--- src/rtl/cgra_ctrl_pkg.sv ---
// cgra_ctrl_pkg: shared state encoding and latency defaults for the kernel sequencer
package cgra_ctrl_pkg;
  typedef enum logic [1:0] {IDLE, RUN, DRAIN, DONE} state_t;
  localparam int FILL_LAT_DEF = 2;
  localparam int DRAIN_LAT_DEF = 4;
  function automatic int drain_w(input int lat);
    return lat < 1 ? 1 : $clog2(lat + 1);
  endfunction
endpackage

--- src/rtl/cgra_kernel_sequencer_if.sv ---
// cgra_kernel_sequencer_if: software start/done handshake and instruction-fetch schedule
interface cgra_kernel_sequencer_if #(parameter int ADDR_W = 8, parameter int ITER_W = 16);
  logic Computation_Start;
  logic [ADDR_W-1:0] Kernel_Len;
  logic [ITER_W-1:0] Iter_Num;
  logic Inst_Rd_En;
  logic [ADDR_W-1:0] Inst_Addr;
  logic [ITER_W-1:0] Iter_Cnt;
  logic PE_Array_Busy;
  logic Computation_Done;
  modport master(output Computation_Start, Kernel_Len, Iter_Num,
                 input Inst_Rd_En, Inst_Addr, Iter_Cnt, PE_Array_Busy, Computation_Done);
  modport slave(input Computation_Start, Kernel_Len, Iter_Num,
                output Inst_Rd_En, Inst_Addr, Iter_Cnt, PE_Array_Busy, Computation_Done);
endinterface

--- src/rtl/cgra_mod_counter.sv ---
// cgra_mod_counter: modulo-n counter with clear and enable; wrap flags the terminal count n-1
module cgra_mod_counter #(parameter int W = 8) (
  input  logic         clk,
  input  logic         rst_n,
  input  logic         clr,
  input  logic         en,
  input  logic [W-1:0] n,
  output logic [W-1:0] cnt,
  output logic         wrap
);
  assign wrap = cnt == n - W'(1);
  always_ff @(posedge clk or negedge rst_n)
    if (!rst_n) cnt <= '0;
    else if (clr) cnt <= '0;
    else if (en) cnt <= wrap ? '0 : cnt + W'(1);
endmodule

--- src/rtl/cgra_kernel_sequencer.sv ---
// cgra_kernel_sequencer: runs a kernel for a latched length and iteration count,
// drains the PE pipeline, then holds Done until software drops Start.
module cgra_kernel_sequencer
  import cgra_ctrl_pkg::*;
#(
  parameter int ADDR_W    = 8,
  parameter int ITER_W    = 16,
  parameter int FILL_LAT  = FILL_LAT_DEF,
  parameter int DRAIN_LAT = DRAIN_LAT_DEF
) (
  input logic Clk,
  input logic Resetn,
  cgra_kernel_sequencer_if.slave bus
);
  localparam int DW = drain_w(FILL_LAT + DRAIN_LAT);
  localparam logic [DW-1:0] DRAIN_INIT = DW'(FILL_LAT + DRAIN_LAT);
  state_t state, state_nx;
  logic [ADDR_W-1:0] len_q;
  logic [ITER_W-1:0] iter_q;
  logic [DW-1:0] drain_q;
  logic run, clr, last, addr_end, iter_end;
  assign run = state == RUN;
  assign last = run && addr_end && iter_end;
  assign clr = state == DONE && !bus.Computation_Start;
  // the final address is held through DRAIN and DONE rather than wrapping
  cgra_mod_counter #(.W(ADDR_W)) u_addr (
    .clk(Clk), .rst_n(Resetn), .clr(clr), .en(run && !last), .n(len_q),
    .cnt(bus.Inst_Addr), .wrap(addr_end)
  );
  cgra_mod_counter #(.W(ITER_W)) u_iter (
    .clk(Clk), .rst_n(Resetn), .clr(clr), .en(run && addr_end && !last), .n(iter_q),
    .cnt(bus.Iter_Cnt), .wrap(iter_end)
  );
  always_comb begin
    state_nx = state;
    case (state)
      IDLE:    if (bus.Computation_Start)
                 state_nx = (bus.Kernel_Len == '0 || bus.Iter_Num == '0) ? DONE : RUN;
      RUN:     if (last) state_nx = DRAIN;
      DRAIN:   if (drain_q <= DW'(1)) state_nx = DONE;
      default: if (!bus.Computation_Start) state_nx = IDLE;
    endcase
  end
  always_ff @(posedge Clk or negedge Resetn)
    if (!Resetn) begin
      state <= IDLE;
      len_q <= '0;
      iter_q <= '0;
      drain_q <= '0;
    end else begin
      state <= state_nx;
      if (state == IDLE && bus.Computation_Start) begin
        len_q <= bus.Kernel_Len;
        iter_q <= bus.Iter_Num;
      end
      drain_q <= state == DRAIN ? drain_q - DW'(1) : DRAIN_INIT;
    end
  assign bus.Inst_Rd_En = run;
  assign bus.PE_Array_Busy = run || state == DRAIN;
  assign bus.Computation_Done = state == DONE;
endmodule

--- src/flat_wrapper.sv ---
// flat-port wrapper written by rule: the top's interface ports become plain ports
module cgra_kernel_sequencer_flat import cgra_ctrl_pkg::*;
#(
  parameter int ADDR_W    = 8,
  parameter int ITER_W    = 16,
  parameter int FILL_LAT  = FILL_LAT_DEF,
  parameter int DRAIN_LAT = DRAIN_LAT_DEF
)
  (Clk, Resetn, bus_Computation_Start, bus_Kernel_Len, bus_Iter_Num, bus_Inst_Rd_En, bus_Inst_Addr, bus_Iter_Cnt, bus_PE_Array_Busy, bus_Computation_Done);
  cgra_kernel_sequencer_if #(.ADDR_W(ADDR_W), .ITER_W(ITER_W)) bus_i ();
  input logic Clk;
  input logic Resetn;
  input wire logic [$bits(bus_i.Computation_Start)-1:0] bus_Computation_Start;
  input wire logic [$bits(bus_i.Kernel_Len)-1:0] bus_Kernel_Len;
  input wire logic [$bits(bus_i.Iter_Num)-1:0] bus_Iter_Num;
  output wire logic [$bits(bus_i.Inst_Rd_En)-1:0] bus_Inst_Rd_En;
  output wire logic [$bits(bus_i.Inst_Addr)-1:0] bus_Inst_Addr;
  output wire logic [$bits(bus_i.Iter_Cnt)-1:0] bus_Iter_Cnt;
  output wire logic [$bits(bus_i.PE_Array_Busy)-1:0] bus_PE_Array_Busy;
  output wire logic [$bits(bus_i.Computation_Done)-1:0] bus_Computation_Done;
  assign bus_i.Computation_Start = bus_Computation_Start;
  assign bus_i.Kernel_Len = bus_Kernel_Len;
  assign bus_i.Iter_Num = bus_Iter_Num;
  assign bus_Inst_Rd_En = bus_i.Inst_Rd_En;
  assign bus_Inst_Addr = bus_i.Inst_Addr;
  assign bus_Iter_Cnt = bus_i.Iter_Cnt;
  assign bus_PE_Array_Busy = bus_i.PE_Array_Busy;
  assign bus_Computation_Done = bus_i.Computation_Done;
  cgra_kernel_sequencer #(.ADDR_W(ADDR_W), .ITER_W(ITER_W), .FILL_LAT(FILL_LAT), .DRAIN_LAT(DRAIN_LAT)) u_core (.Clk(Clk), .Resetn(Resetn), .bus(bus_i));
endmodule
--- config.mk ---
export PLATFORM = sky130hd
export DESIGN_NAME = cgra_kernel_sequencer_flat
export DESIGN_NICKNAME = d
export VERILOG_FILES = /design/src/rtl/cgra_ctrl_pkg.sv /design/src/rtl/cgra_kernel_sequencer_if.sv /design/src/rtl/cgra_mod_counter.sv /design/src/rtl/cgra_kernel_sequencer.sv /design/src/flat_wrapper.sv
export SDC_FILE = /design/constraint.sdc
export NUM_CORES = 1
export LEC_CHECK = 0
export BUFFER_PORTS_ARGS = -buffer_cell sky130_fd_sc_hd__buf_2
export CAP_MARGIN = 20
export CORE_MARGIN = 4
export CORE_UTILIZATION = 55
export CTS_BUF_LIST = sky130_fd_sc_hd__clkbuf_8
export DETAILED_ROUTE_END_ITERATION = 16
export PLACE_DENSITY_LB_ADDON = 0.3
export SYNTH_ARGS = -nofsm -noshare
export SYNTH_HDL_FRONTEND = slang
export SYNTH_SLANG_ARGS = --single-unit
--- constraint.sdc ---
create_clock -name Clk -period 4.35 [get_ports Clk]
set_input_delay 0.2175 -clock Clk [delete_from_list [all_inputs] [get_ports Clk]]
set_output_delay 0.2175 -clock Clk [all_outputs]
set_load 0.05 [all_outputs]
# Yosys cells after proc, flatten, opt, wreduce, memory -nomap -nowiden
# Index checks and enable logic that the tools add are counted.
[op_classes]
add_sub_neg = 5
n_lt_le_gt_ge = 1
eq_ne = 9
mux = 13
n_reduce_logical = 16
[ops]
columns = ["operator", "n"]
rows = [
  ["16-bit 2-to-1 mux", 3],
  ["8-bit 2-to-1 mux", 3],
  ["16-bit by 1-bit adder with 16-bit output, second input constant", 1],
  ["16-bit equality test", 1],
  ["16-bit logical NOT", 1],
  ["16-bit by 1-bit subtractor with 16-bit output, second input constant", 1],
  ["2-bit 2-to-1 mux", 5],
  ["8-bit by 1-bit adder with 8-bit output, second input constant", 1],
  ["8-bit equality test", 1],
  ["8-bit logical NOT", 1],
  ["8-bit by 1-bit subtractor with 8-bit output, second input constant", 1],
  ["1-bit logical AND", 6],
  ["2-bit one-hot mux with 3 select lines", 1],
  ["2-bit equality test, second input constant", 2],
  ["2-bit inequality test, second input constant", 2],
  ["4-bit by 1-bit inequality test with 1-bit output, second input constant", 1],
  ["4-bit AND reduction", 1],
  ["2-bit nonzero test", 2],
  ["3-bit by 1-bit less-or-equal comparator with 1-bit output, second input constant", 1],
  ["3-bit 2-to-1 mux", 1],
  ["3-bit by 1-bit subtractor with 3-bit output, second input constant", 1],
  ["2-bit by 1-bit equality test with 1-bit output, second input constant", 1],
  ["1-bit logical NOT", 2],
  ["2-bit logical NOT", 1],
  ["other kinds (2)", 3],
]
[totals]
regBits = 53
input_bits = 27
output_inout_bits = 27
word_cells = 50

# Longest topological paths before layout
[logic_depth]
ltp_word = 8
depth_mapped = 12
mapped_depth_nobuf = 10

# By module
# A second synthesis with hierarchy kept.
[unflattened]
cells_unflattened = 353
hier_area_um2 = 3417.0
[by_module_without_submodules]
columns = ["module", "instances", "cells_per_inst", "area_each_um2", "seq_area_each_um2"]
rows = [
  ["cgra_mod_counter at u_core.u_iter", 1, 174, 1412.6, 400.4],
  ["cgra_kernel_sequencer", 1, 94, 1283.7, 725.7],
  ["cgra_mod_counter at u_core.u_addr", 1, 85, 720.7, 200.2],
]

# Worst setup path after synthesis
# Ideal clock, no wire load.
[synth_timing]
path_kind = "register -> register"
startpoint = "reg u_core.iter_q[0]"
endpoint = "reg u_core.state[1]"
setup_ns = 0.125
arrival_ns = 2.914
required_time_ns = 4.225
slack_ns = 1.311
path_stages_with_launch = 13
path_buffers = 2
period_less_slack_ns = 3.039
cell_sequence = "dfrtp_1 inv_1 ha_1 or4b_1 clkbuf_1 or4_1 o211ai_1 nor2_1 nor4_1 a41o_1 buf_4 and3_4 mux2_4"
[synth_between]
elab_chain_len = 5
[synth_rtl]
columns = ["element", "line_no", "source"]
rows = [
  ["from (decl)", "cgra_kernel_sequencer.sv:19", "logic [ITER_W-1:0] iter_q;"],
  ["from (signal assigned)", "cgra_kernel_sequencer.sv:54", "iter_q <= bus.Iter_Num;"],
  ["16-bit by 1-bit subtractor with 16-bit output", "cgra_mod_counter.sv:11", "assign wrap = cnt == n - W'(1);"],
  ["16-bit equality test", "cgra_mod_counter.sv:11", ""],
  ["1-bit logical AND", "cgra_kernel_sequencer.sv:23", "assign last = run && addr_end && iter_end;"],
  ["2-bit inequality test (no line)", "n/a", ""],
  ["4-bit AND reduction (no line)", "n/a", ""],
  ["to (signal assigned)", "cgra_kernel_sequencer.sv:51", "state <= state_nx;"],
  ["to (decl)", "cgra_kernel_sequencer.sv:17", "state_t state, state_nx;"],
]
# No other way between the ends.
# A chain may end at the register's enable or synchronous reset.

# Worst setup path in the final report
[layout_timing]
startpoint = "reg u_core.len_q[0]"
endpoint = "reg u_core.state[1]"
[layout_between]
elab_chain_len = 6
[layout_rtl]
columns = ["element", "line_no", "source"]
rows = [
  ["from (decl)", "cgra_kernel_sequencer.sv:18", "logic [ADDR_W-1:0] len_q;"],
  ["from (signal assigned)", "cgra_kernel_sequencer.sv:53", "len_q <= bus.Kernel_Len;"],
  ["8-bit by 1-bit subtractor with 8-bit output", "cgra_mod_counter.sv:11", ""],
  ["8-bit equality test", "cgra_mod_counter.sv:11", ""],
  ["1-bit logical AND (2 in series)", "cgra_kernel_sequencer.sv:23", ""],
  ["2-bit inequality test (no line)", "n/a", ""],
  ["4-bit AND reduction (no line)", "n/a", ""],
]
# No other way between the ends.

==> summary.md <==
| Metric | Value |
|---|---|
| Flops & latches, synth | `53` |
| Count of antenna-violating nets left after detailed routing | `0` |
| Portion of total power attributed to the clock network | `37.1%` |
| Relative contribution of sequential cells to total power | `59.6%` |
| Area used by multi-input combinational logic | `0.00205 mm2` |
| Critical path peak fanout | `9` |
| Most frequent cells in the layout | `53 x sky130_fd_sc_hd__buf_2, 53 x sky130_fd_sc_hd__dfrtp_1, 33 x sky130_fd_sc_hd__nand2_1` |
| Nets in the synthesized netlist | `416` |
| Pin count of the biggest net entering global routing | `54` |
| Ant. Diodes | `0` |
| Maximum clock frequency | `294 MHz` |
| # nets final | `460` |
| Mean routed wirelength per cell | `15.9 um` |
| Mean instance size in the synthesized netlist | `9.35 um2` |
| Synthesized cell area | `0.00354 mm2` |
| Post-CTS Resized | `0` |
| Buffers added on ports | `53` |
| Number of maximum-capacitance violations | `0` |
| Share of synthesized cell area in full adder, half adder and majority cells | `3.53%` |
| Placer Congestion | `0.840` |
| Minimum hold slack | `28.8 ps` |
| Internal | `0.647 mW` |
| CTS hold repair buffers | `0` |
| TritonCTS clock tree | `yes` |
| Half-perimeter wire length after detailed placement | `5.83 mm` |
| Max rail drop VDD | `0.000160 V` |
| Iteration-0 DRC Markers | `185` |
| Finished Core Util | `64.1%` |
| Switching share of power | `21.7%` |
| Worst setup path category | `flip-flop to flip-flop` |
| Routed via count | `2,989` |
| Number of sinks on the clock net | `53` |
| Transition time of the tightest slew-check pin | `1020 ps` |
| Die footprint | `0.00779 mm2` |
| Antenna violations before repair | `0` |
| Clock slew at the register clock pins of the worst setup and hold paths | `90 ps` |
| Number of different library cells in the post-synthesis netlist | `58` |
| Die height | `88.3 um` |
| Reg area | `0.00133 mm2` |
| Maximum buffer depth of the clock tree | `2` |
| Depth of the most critical reg-to-reg path | `10` |
| Area growth syn-to-layout | `10.3%` |
| Final WL | `7.96 mm` |
| Compound-gate portion of the synthesized area | `13.8%` |
| Startpoint kind of the worst setup timing path | `flip-flop` |
| Row Count | `28` |
| Pwr dens | `211 mW/mm2` |
| Clock Skew | `5.22 ps` |
| RSZ-0062 raised after global routing | `false` |
| CTS H-tree lvls | `2` |
| Static Leak | `1.93 nW` |
| Clock insertion delay at the later pin of the skew report | `300 ps` |
| Combinational group share of total power | `3.3%` |
| Switching power | `0.179 mW` |
| Detailed-route vias per instance | `5.99` |
| Via count of the first global-routing pass | `2,895` |
| Setup-violating endpoint count in the final report | `0` |
| Post-detailed-route DRC marker count | `0` |
| Number of top-level pins | `54` |
| Data required time at the worst endpoint | `4550 ps` |
| Count of flip-flops with a built-in enable after synthesis | `0` |
| Sequential fraction of the synthesis area | `37.4%` |
| CP startpoint | `u_core.len_q[0]$_DFFE_PN0P_` |
| Post-synthesis share of cell area spent on and, or, nand and nor gates | `22.9%` |
| Run status | `completed` |
| Element type at the critical path end | `flip-flop` |
| Crit path arrival time | `3600 ps` |
| Buffers inserted by post-CTS timing repair | `0` |
| Commonest register cell after synthesis | `sky130_fd_sc_hd__dfrtp_1` |
| Critical path destination | `u_core.state[1]$_DFFE_PN0P_` |
| Worst r2r src | `u_core.len_q[0]$_DFFE_PN0P_` |
| Final hold violations | `0` |
| Library cell used as clock root buffer | `sky130_fd_sc_hd__clkbuf_8` |
| Fraction of layout instances using a drive strength above 1 | `24.8%` |
| Total negative setup slack | `0 ps` |
| Clock buffer count from CTS | `5` |
| Initial cell density of the core | `58.1%` |
| Wire length of the first global-routing pass | `13.4 mm` |
| GRT Residual Overflow | `0` |
| Fill cell instance count of the final layout | `541` |
| Combinational family with the most area after synthesis | `simple AND/OR/NAND/NOR gates` |
| Placeable core region | `0.00610 mm2` |
| Post-synthesis xor/xnor area fraction | `6.67%` |
| Global router's overall resource usage | `21.6%` |
| DIE WIDTH | `88.3 um` |
| Warnings, synthesis | `0` |
| Fraction of registers with async set or reset after synthesis | `100%` |
| Share of the cycle needed by the critical path after routing | `78.2%` |
| Reg-to-reg critical path endpoint | `u_core.state[1]$_DFFE_PN0P_` |
| Synth Instances | `379` |
| Mux share of post-synthesis cell area | `10.9%` |
| Shortest clock period the worst path allows after layout | `3400 ps` |
| Register-to-register path setup slack | `950 ps` |
| Class of the tightest hold or removal check | `primary input to asynchronous set/reset pin` |
| DRT Pass-1 Iters | `5` |
| Max-slew violation count | `0` |
| Relative max-transition margin | `32.1%` |
==> power by group through the flow <==
stage | Combinational [mW] | Clock [mW] | Sequential (mW)
2_1_floorplan | 0.00183 | 0 | 0.502
3_3_place_gp | 0.0270 | 0 | 0.502
3_5_place_dp | 0.0279 | 0 | 0.502
4_1_cts | 0.0280 | 0.314 | 0.492
5_1_grt | 0.0306 | 0.333 | 0.492
6_report | 0.0269 | 0.306 | 0.492
==> layer usage <==
| layer | global-route usage (%) | share of wire [%] |
|---|---|---|
| met5 | 0 | 0 |
| met4 | 6.87 | 1.4 |
| met3 | 3.54 | 5.5 |
| met2 | 37.2 | 49 |
| met1 | 27.9 | 44 |
==> worst min-delay path by stage <==
stage,slack (ps),start,cells past startpoint,endpoint
2_1_floorplan,-80,Resetn,0,u_core.drain_q[0]$_DFF_PN0_
3_3_place_gp,380,Resetn,2,u_core.u_iter.cnt[11]$_DFFE_PN0P_
3_5_place_dp,390,Resetn,2,u_core.u_iter.cnt[11]$_DFFE_PN0P_
4_1_cts,60,Resetn,2,u_core.u_iter.cnt[11]$_DFFE_PN0P_
5_1_grt,70,Resetn,2,u_core.u_iter.cnt[11]$_DFFE_PN0P_
6_report,30,Resetn,2,u_core.u_iter.cnt[11]$_DFFE_PN0P_
==> stage by stage <==
step / power [mW] / instances / area [um2] / setup WS (ps)
5_1_grt: 0.856 / 499 / 3910 / 795
3_3_place_gp: 0.529 / 491 / 3810 / 1120
2_1_floorplan: 0.504 / 379 / 3540 / 1310
3_5_place_dp: 0.530 / 491 / 3810 / 1030
4_1_cts: 0.834 / 499 / 3910 / 1010
6_report: 0.825 / 499 / 3910 / 950
==> flip-flops by register name, summed over array words and instances, names as in the netlist <==
| signal | cells |
|---|---|
| u_core.u_addr.cnt | 8 |
| u_core.iter_q | 16 |
| u_core.state | 2 |
| u_core.drain_q | 3 |
| u_core.len_q | 8 |
| u_core.u_iter.cnt | 16 |
==> area by class of cell <==
cell class | instances | share of cell area [%]
Sequential cell | 53 | 33.9
Multi-Input combinational cell | 294 | 52.4
Tap cell | 75 | 2.40
Clock buffer | 7 | 2.47
Clock inverter | 1 | 0.128
Timing Repair Buffer | 56 | 7.36
Inverter | 13 | 1.25
==> critical path, cell delays in order, from the launching register on <==
cell	delay, ps
sky130_fd_sc_hd__dfrtp_1	430
sky130_fd_sc_hd__inv_1	80
sky130_fd_sc_hd__ha_1	270
sky130_fd_sc_hd__nor3b_1	290
sky130_fd_sc_hd__xnor2_1	160
sky130_fd_sc_hd__nand3_1	110
sky130_fd_sc_hd__a2111oi_0	730
sky130_fd_sc_hd__and2_1	300
sky130_fd_sc_hd__a41o_1	370
sky130_fd_sc_hd__and3_4	270
sky130_fd_sc_hd__mux2_4	290
==> synthesized netlist by cell type, drive strengths merged, types with 2 or more instances <==
| master | number | area [um2] |
|---|---|---|
| nor2 | 31 | 116 |
| nand2b | 4 | 25.0 |
| o221ai | 2 | 17.5 |
| or2 | 2 | 12.5 |
| buf | 6 | 33.8 |
| xor2 | 11 | 96.3 |
| a21o | 2 | 16.3 |
| o31ai | 5 | 37.5 |
| nand3 | 11 | 55.1 |
| a32oi | 2 | 17.5 |
| a21oi | 20 | 104 |
| ha | 10 | 125 |
| nor2b | 5 | 31.3 |
| or3 | 4 | 26.3 |
| nor4 | 13 | 87.6 |
| a31oi | 5 | 31.3 |
| o211ai | 3 | 22.5 |
| nand4 | 8 | 50.1 |
| dfrtp | 53 | 1330 |
| and4 | 2 | 17.5 |
| nand3b | 4 | 30.0 |
| mux2 | 26 | 297 |
| inv | 13 | 48.8 |
| o31a | 2 | 17.5 |
| a41o | 5 | 50.1 |
| and2 | 5 | 36.3 |
| and3 | 9 | 61.3 |
| o21bai | 2 | 15.0 |
| nor3b | 2 | 15.0 |
| nor3 | 7 | 35.0 |
| clkbuf | 11 | 41.3 |
| xnor2 | 16 | 140 |
| mux2i | 9 | 90.1 |
| nand2 | 33 | 124 |
| a22oi | 2 | 15.0 |
| a31o | 6 | 52.6 |
| o21ai | 10 | 50.1 |
| or4 | 8 | 60.1 |
==> cell families after synthesis <==
logic type	count (synthesis)
AOI/OAI and AO/OA	71
adders and majority gates	10
buffers and inverters	32
and+or+nand+nor	151
muxes	35
xor gates and xnor gates	27
DFF	53
Power figures use the tool's default switching activity.
